`config.mk`:
```
export PLATFORM = sky130hd
export DESIGN_NAME = gpio_debounce
export DESIGN_NICKNAME = d
export VERILOG_FILES = /design/src/rtl/gpio_debounce.sv
export SDC_FILE = /design/constraint.sdc
export NUM_CORES = 1
export LEC_CHECK = 0
export ABC_AREA = 1
export CAP_MARGIN = 0
export CORE_UTILIZATION = 50
export DETAILED_ROUTE_END_ITERATION = 6
export PLACE_DENSITY = 0.72
export REMOVE_ABC_BUFFERS = 1
export SLEW_MARGIN = 5
export SYNTH_ARGS = -nofsm -noshare
export SYNTH_HDL_FRONTEND = slang
export SYNTH_SLANG_ARGS = --single-unit
```
`constraint.sdc`:
```
create_clock -name clk_i -period 1.4 [get_ports clk_i]
set_clock_uncertainty 0.1 [all_clocks]
set_input_delay 0.21 -clock clk_i [delete_from_list [all_inputs] [get_ports clk_i]]
set_output_delay 0.21 -clock clk_i [all_outputs]
set_load 0.02 [all_outputs]
```
`src/rtl/gpio_debounce.sv`:
```
// Per-channel button conditioner: 2-flop synchronizer followed by a stability counter.
// Define GPIO_DEBOUNCE_EDGE_EN to get registered 1-cycle rise_o/fall_o pulses; otherwise they are tied to 0.
module gpio_debounce #(
  parameter int WIDTH           = 3,
  parameter int CNT_W           = 16,
  parameter int DEBOUNCE_CYCLES = 30000
) (
  input  logic             clk_i,
  input  logic             rst_ni,
  input  logic [WIDTH-1:0] btn_i,
  output logic [WIDTH-1:0] level_o,
  output logic [WIDTH-1:0] rise_o,
  output logic [WIDTH-1:0] fall_o
);

  if (DEBOUNCE_CYCLES < 1 || DEBOUNCE_CYCLES > (2 ** CNT_W) - 1) begin : g_bad_cfg
    $fatal(1, "gpio_debounce: DEBOUNCE_CYCLES out of range for CNT_W");
  end

  localparam logic [CNT_W-1:0] CntMax = CNT_W'(DEBOUNCE_CYCLES - 1);

  logic [WIDTH-1:0] sync1_q, sync2_q;
  logic [WIDTH-1:0] level_q, level_d;
  logic [CNT_W-1:0] cnt_q [WIDTH];
  logic [CNT_W-1:0] cnt_d [WIDTH];

  // Any cycle where the synchronized input matches the accepted level restarts the count.
  always_comb begin
    level_d = level_q;
    for (int i = 0; i < WIDTH; i++) begin
      cnt_d[i] = '0;
      if (sync2_q[i] != level_q[i]) begin
        if (cnt_q[i] == CntMax) begin
          level_d[i] = sync2_q[i];
        end else begin
          cnt_d[i] = cnt_q[i] + CNT_W'(1);
        end
      end
    end
  end

  always_ff @(posedge clk_i) begin
    if (!rst_ni) begin
      sync1_q <= '0;
      sync2_q <= '0;
      level_q <= '0;
      for (int i = 0; i < WIDTH; i++) begin
        cnt_q[i] <= '0;
      end
    end else begin
      sync1_q <= btn_i;
      sync2_q <= sync1_q;
      level_q <= level_d;
      for (int i = 0; i < WIDTH; i++) begin
        cnt_q[i] <= cnt_d[i];
      end
    end
  end

  assign level_o = level_q;

`ifdef GPIO_DEBOUNCE_EDGE_EN
  logic [WIDTH-1:0] rise_q, fall_q;

  // Pulses are registered on the same edge that moves level_q, so they align with level_o.
  always_ff @(posedge clk_i) begin
    if (!rst_ni) begin
      rise_q <= '0;
      fall_q <= '0;
    end else begin
      rise_q <= level_d & ~level_q;
      fall_q <= ~level_d & level_q;
    end
  end

  assign rise_o = rise_q;
  assign fall_o = fall_q;
`else
  assign rise_o = '0;
  assign fall_o = '0;
`endif

endmodule

```
==> results_dict.tcl, run 1 <==
set metrics [dict create \
    path_buf_inv 1 \
    critPathKind "flop to flop" \
    crit_path_end_kind "flop" \
    syn2layout_area_growth_pct 23.3 \
    routedWlPerCell_um 11.0 \
    core_area_um2 5510 \
    final_cell_area_um2 3520 \
    fp-row-count 27 \
    antenna_cells 0 \
    yosys_warnings 0 \
    power_density_nw_per_um2 946 \
    cts_htree_levels 3 \
    dr.first_iter.drc_count 56 \
    peakVddDrop_mv 0.823 \
    die-area_um2 6010 \
    final_common_cell "nand2_1" \
    rr_worst_depth 7 \
    slowest_stage "dfxtp_2" \
    final_core_util 0.639 \
    post_dp_cell_area_um2 3080 \
    slowest_delay_ps 360 \
    hold_viol 0 \
    ant_nets 0 \
    p_switching_mw 0.698 \
    crit_path_start_kind "flop" \
    crit_fanout 4 \
    start_util 0.518 \
    ys.flop_type "dfxtp_1" \
    syn-cell-area_um2 2850 \
    instances_no_fill 510 \
    cts_tree "yes" \
    power_frac_comb 0.025 \
    routed_via_density 4.75 \
    synth_edf_count 0 \
    placedCellCount 485 \
    clk_latency_ps 340 \
    min_from "rst_ni" \
    leakage_nw 1.25 \
    swShare 0.210 \
    rrSetupSlack_ps 60 \
    numCtsBuffers 9 \
    grt_setup_unrepaired "yes" \
    path_delay_family "simple AND/OR/NAND/NOR gates" \
    pre_cts_ws_ps -346 \
    drt_wl_total_mm 5.60 \
    reg2reg_from "cnt_q[0][0]" \
    layout_common_cells "nand2_1 (87), nor2_1 (64), dfxtp_1 (48)" \
    hp-class "primary input to flop" \
    final_nets 441 \
    die_w_um 77.6 \
    grt_pass1_wl_mm 9.20 \
    grt_max_degree 17 \
    status "completed" \
    post-route-period-util 0.959 \
    arrival_ps 1460 \
    drive_gt1_frac 0.256 \
    die_h_um 77.6 \
    internal-power_mw 2.63 \
    dp_hpwl_mm 3.60 \
    drc 0 \
    seq_power_share 0.492 \
    seq_area_frac_synth 0.400 \
    pin_count 14 \
    critPathRequiredTime_ps 1520 \
    grt_use_total 0.198 \
    first_global_vias 2248 \
    synth_area_per_cell_um2 7.28 \
    max_freq_mhz 745 \
    crit-reg2reg-capture "cnt_q[0][8]" \
    clkTransAtPathRegs_ps 60 \
    num_vias 2424 \
    drv_cap 0 \
    cts_root_buf "clkbuf_8" \
    yosys.cell_types.count 29 \
    firstDrtPassIters 4 \
    min_path_cells 3 \
    fin_ws_ps 57.6 \
    finalSetupTns_ps 0 \
    port_buffers 7 \
    pwr-share-clk 0.483 \
    slew_viol_final 0 \
    period_needed_ps 1340 \
    setup_viol 0 \
    worstSetupStartpoint "cnt_q[0][0]" \
    worstHoldEndpoint "sync2_q[2]" \
    ys_seq_elements 57 \
    async_reset_ff_frac 0 \
    cts_hold_buf 0 \
    path_cells "ha_4, nand3_4, nor2_4, buf_4, nand3_1, nand2_1, a21oi_1" \
    cts.path.max_buffers 2 \
    clock-sinks 57 \
    grt_overflow 0 \
    synth_cells 392 \
    gp_congestion 0.871 \
    antenna_found_initial 0 \
]
==> synthesized netlist by cell type, types with 2 or more instances <==
library cell | instances | share of area
xor2_1 | 16 | 0.049
buf_4 | 7 | 0.018
a21oi_1 | 11 | 0.019
nand4_1 | 12 | 0.026
nand2_4 | 2 | 0.0079
o21bai_1 | 3 | 0.0079
nand3b_1 | 2 | 0.0053
inv_1 | 43 | 0.057
o21ai_1 | 4 | 0.0070
nand2_2 | 8 | 0.018
buf_6 | 2 | 0.0079
nor2_1 | 74 | 0.097
nand3_2 | 5 | 0.018
nor2_2 | 14 | 0.031
nor3_2 | 2 | 0.0070
o21ai_0 | 2 | 0.0035
xnor2_1 | 7 | 0.021
nor2_4 | 5 | 0.020
nand2_1 | 89 | 0.12
dfxtp_1 | 57 | 0.40
nand3_1 | 17 | 0.030
ha_1 | 3 | 0.013
==> worst max path at each step <==
stage / cells after the start / slack (ps) / to
CTS: 1 / 3 / level_o[2]
global placement: 5 / -290 / cnt_q[0][8]
detailed placement: 5 / -350 / cnt_q[0][14]
floorplan: 6 / 5 / cnt_q[0][15]
finish: 7 / 60 / cnt_q[0][8]
global route: 8 / -40 / cnt_q[0][28]
==> worst register-to-register path, cell delays in order (launching register included) <==
cell and delay [ps]:
dfxtp_2 360, ha_4 150, nand3_4 110, nor2_4 170, buf_4 150, nand3_1 70, nand2_1 70, a21oi_1 60
==> area by class of cell <==
class,instances,area (µm²)
fill,483,1990
multi-input combinational,288,1650
sequential,57,1150
timing repair buffer,33,256
clock buffer,14,173
inverter,44,165
tap,72,90.1
clock inverter,2,35.0
==> logic make-up after synthesis <==
logic type,after synthesis,synth area share
buffers and inverters,54,0.0912
AOI/OAI and AO/OA,22,0.0438
xor gates and xnor gates,23,0.0706
DFF,57,0.400
adders and majority gates,3,0.0132
and+or+nand+nor,232,0.380
other,1,0.00131
==> sequential cells by signal (all words and copies together) (netlist names) <==
| signal | count |
|---|---|
| cnt_q | 48 |
| level_o | 3 |
| sync1_q | 3 |
| sync2_q | 3 |
==> metal layers <==
layer / vias to the layer above / part of all wire / track usage
li1: 1290 / - / -
met3: 6 / 0.034 / 0.0776
met2: 30 / 0.47 / 0.335
met5: - / 0 / 0
met4: 0 / 0.014 / 0.0774
met1: 1098 / 0.48 / 0.222
==> power groups by stage <==
stage | registers [mW] | clock network (mW) | logic [mW]
final | 1.64 | 1.61 | 0.0826
after CTS | 1.64 | 1.66 | 0.0741
after global routing | 1.64 | 1.74 | 0.0912
after detailed placement | 1.67 | 0 | 0.0711
after global placement | 1.67 | 0 | 0.0701
after floorplan | 1.67 | 0 | 0.0399
==> timing repair <==
action | in CTS | in global routing
pin swaps | 2 | 9
gates cloned | 0 | 2
setup endpoints to repair | 31 | 51
buffers inserted | 3 | 5
resized for setup | 12 | 41
==> through the flow <==
stage               power (mW)  hold WS [ps]
global placement          1.74           292
detailed placement        1.74           299
CTS                       3.37           299
global route              3.46           171
finish                    3.33           143
floorplan                 1.71           203
Note: power is estimated with default switching activity, not from simulation.
==> run 2, diff against run 1 <==
--- a/config.mk
+++ b/config.mk
@@ -11,6 +11,7 @@
 export DETAILED_ROUTE_END_ITERATION = 6
 export PLACE_DENSITY = 0.72
 export REMOVE_ABC_BUFFERS = 1
+export SKIP_LAST_GASP = 1
 export SLEW_MARGIN = 5
 export SYNTH_ARGS = -nofsm -noshare
 export SYNTH_HDL_FRONTEND = slang
==> run 2 against run 1 <==
Net effect:
- hold slack about the same
- cell count unchanged
- sequential share of layout area up 0.13 points
- final area down 0.50%
- flip-flop and latch count unchanged
- first-iteration DRC count up 1.8%
- register-to-register slack worse by 20 ps
- clock-buffer cell count unchanged
- wire length down 0.32%
- critical path depth down 1
- die area unchanged
==> results_dict.tcl, run 2 (synthesis results as in run 1) <==
set metrics [dict create \
    drt_wl_total_mm 5.59 \
    routed_via_density 4.78 \
    dp_hpwl_mm 3.60 \
    first_global_vias 2248 \
    grt_setup_unrepaired "yes" \
    routedWlPerCell_um 11.0 \
    final_common_cell "nand2_1" \
    die_h_um 77.6 \
    antenna_found_initial 0 \
    final_core_util 0.636 \
    critPathRequiredTime_ps 1520 \
    leakage_nw 1.23 \
    gp_congestion 0.871 \
    fp-row-count 27 \
    internal-power_mw 2.63 \
    period_needed_ps 1360 \
    final_cell_area_um2 3500 \
    crit_path_end_kind "flop" \
    min_from "rst_ni" \
    cts_tree "yes" \
    num_vias 2436 \
    p_switching_mw 0.694 \
    top_register "cnt_q" \
    pwr-share-clk 0.483 \
    placedCellCount 485 \
    hp-class "primary input to flop" \
    arrival_ps 1490 \
    die_w_um 77.6 \
    final_nets 441 \
    hold_viol 0 \
    instances_no_fill 510 \
    ant_nets 0 \
    antenna_cells 0 \
    numCtsBuffers 9 \
    critPathKind "flop to flop" \
    grt_max_degree 17 \
    clock-sinks 57 \
    cts_hold_buf 0 \
    swShare 0.209 \
    firstDrtPassIters 4 \
    seq_power_share 0.493 \
    start_util 0.518 \
    peakVddDrop_mv 0.823 \
    post_dp_cell_area_um2 3080 \
    layout_common_cells "nand2_1 (87), nor2_1 (65), dfxtp_1 (49)" \
    grt_use_total 0.198 \
    core_area_um2 5510 \
    grt_overflow 0 \
    clkTransAtPathRegs_ps 60 \
    max_freq_mhz 734 \
    status "completed" \
    largest_reg_flops 48 \
    pin_count 14 \
    post-route-period-util 0.973 \
    dr.first_iter.drc_count 57 \
    setup_viol 0 \
    cts_htree_levels 3 \
    drc 0 \
    drv_cap 0 \
    grt_pass1_wl_mm 9.20 \
    finalSetupTns_ps 0 \
    syn2layout_area_growth_pct 22.7 \
    reg2reg_from "cnt_q[0][6]" \
    power_frac_comb 0.025 \
    drive_gt1_frac 0.244 \
    crit_path_start_kind "flop" \
    worstSetupStartpoint "cnt_q[0][6]" \
    slew_viol_final 0 \
    cts_root_buf "clkbuf_8" \
    port_buffers 7 \
    die-area_um2 6010 \
    cts.path.max_buffers 2 \
    power_density_nw_per_um2 949 \
    clk_latency_ps 340 \
    crit_fanout 16 \
]
## run 2: final cells by class
cell class / instances / area (µm²)
fillers: 488 / 2010
multi-input cells: 288 / 1630
flip-flops and latches: 57 / 1150
repair buffers: 33 / 256
clock buffers: 14 / 173
inverters: 44 / 165
well taps: 72 / 90.1
clock inverters: 2 / 35.0
## run 2: metal layers
metal / GRT usage / vias up / routed length [µm]
met5: 0 / - / 0
met4: 0.0774 / 0 / 75
met3: 0.0776 / 6 / 224
met2: 0.335 / 39 / 2610
met1: 0.222 / 1101 / 2670
li1: - / 1290 / -
## run 2: critical path: stages (launching register included)
cell and delay [ps]:
dfxtp_1 350, inv_1 140, nand3_1 150, nor2_4 180, nand3_4 110, nand2_8 150, nor2_1 70
## run 2: timing repair
| item | in CTS | in global routing |
|---|---|---|
| cloned | 0 | 2 |
| endpoints found under the setup margin | 31 | 51 |
| gates resized for setup | 11 | 36 |
| pin swaps | 2 | 9 |
| setup buffers | 3 | 5 |
## run 2: power by group through the flow
stage	Sequential (mW)	Combinational [mW]	Clock [mW]
floorplan	1.67	0.0399	0
global placement	1.67	0.0701	0
detailed placement	1.67	0.0711	0
CTS	1.64	0.0741	1.66
global route	1.64	0.0912	1.74
finish	1.64	0.0828	1.60
## run 2: through the flow
step	hold WS, ps	power [mW]	worst slack [ps]
after detailed placement	299	1.74	-346
final	143	3.32	37.5
after floorplan	203	1.71	4.54
after global routing	171	3.46	-35.8
after CTS	299	3.37	-3.57
after global placement	292	1.74	-290
## run 2: final timing paths
| path | endpoint | slack [ps] | cells after the start |
|---|---|---|---|
| max reg2reg | cnt_q[0][15] | 40 | 6 |
| max | cnt_q[0][15] | 40 | 6 |
| min | sync2_q[2] | 140 | 3 |
| min reg2reg | sync2_q[0] | 310 | 2 |
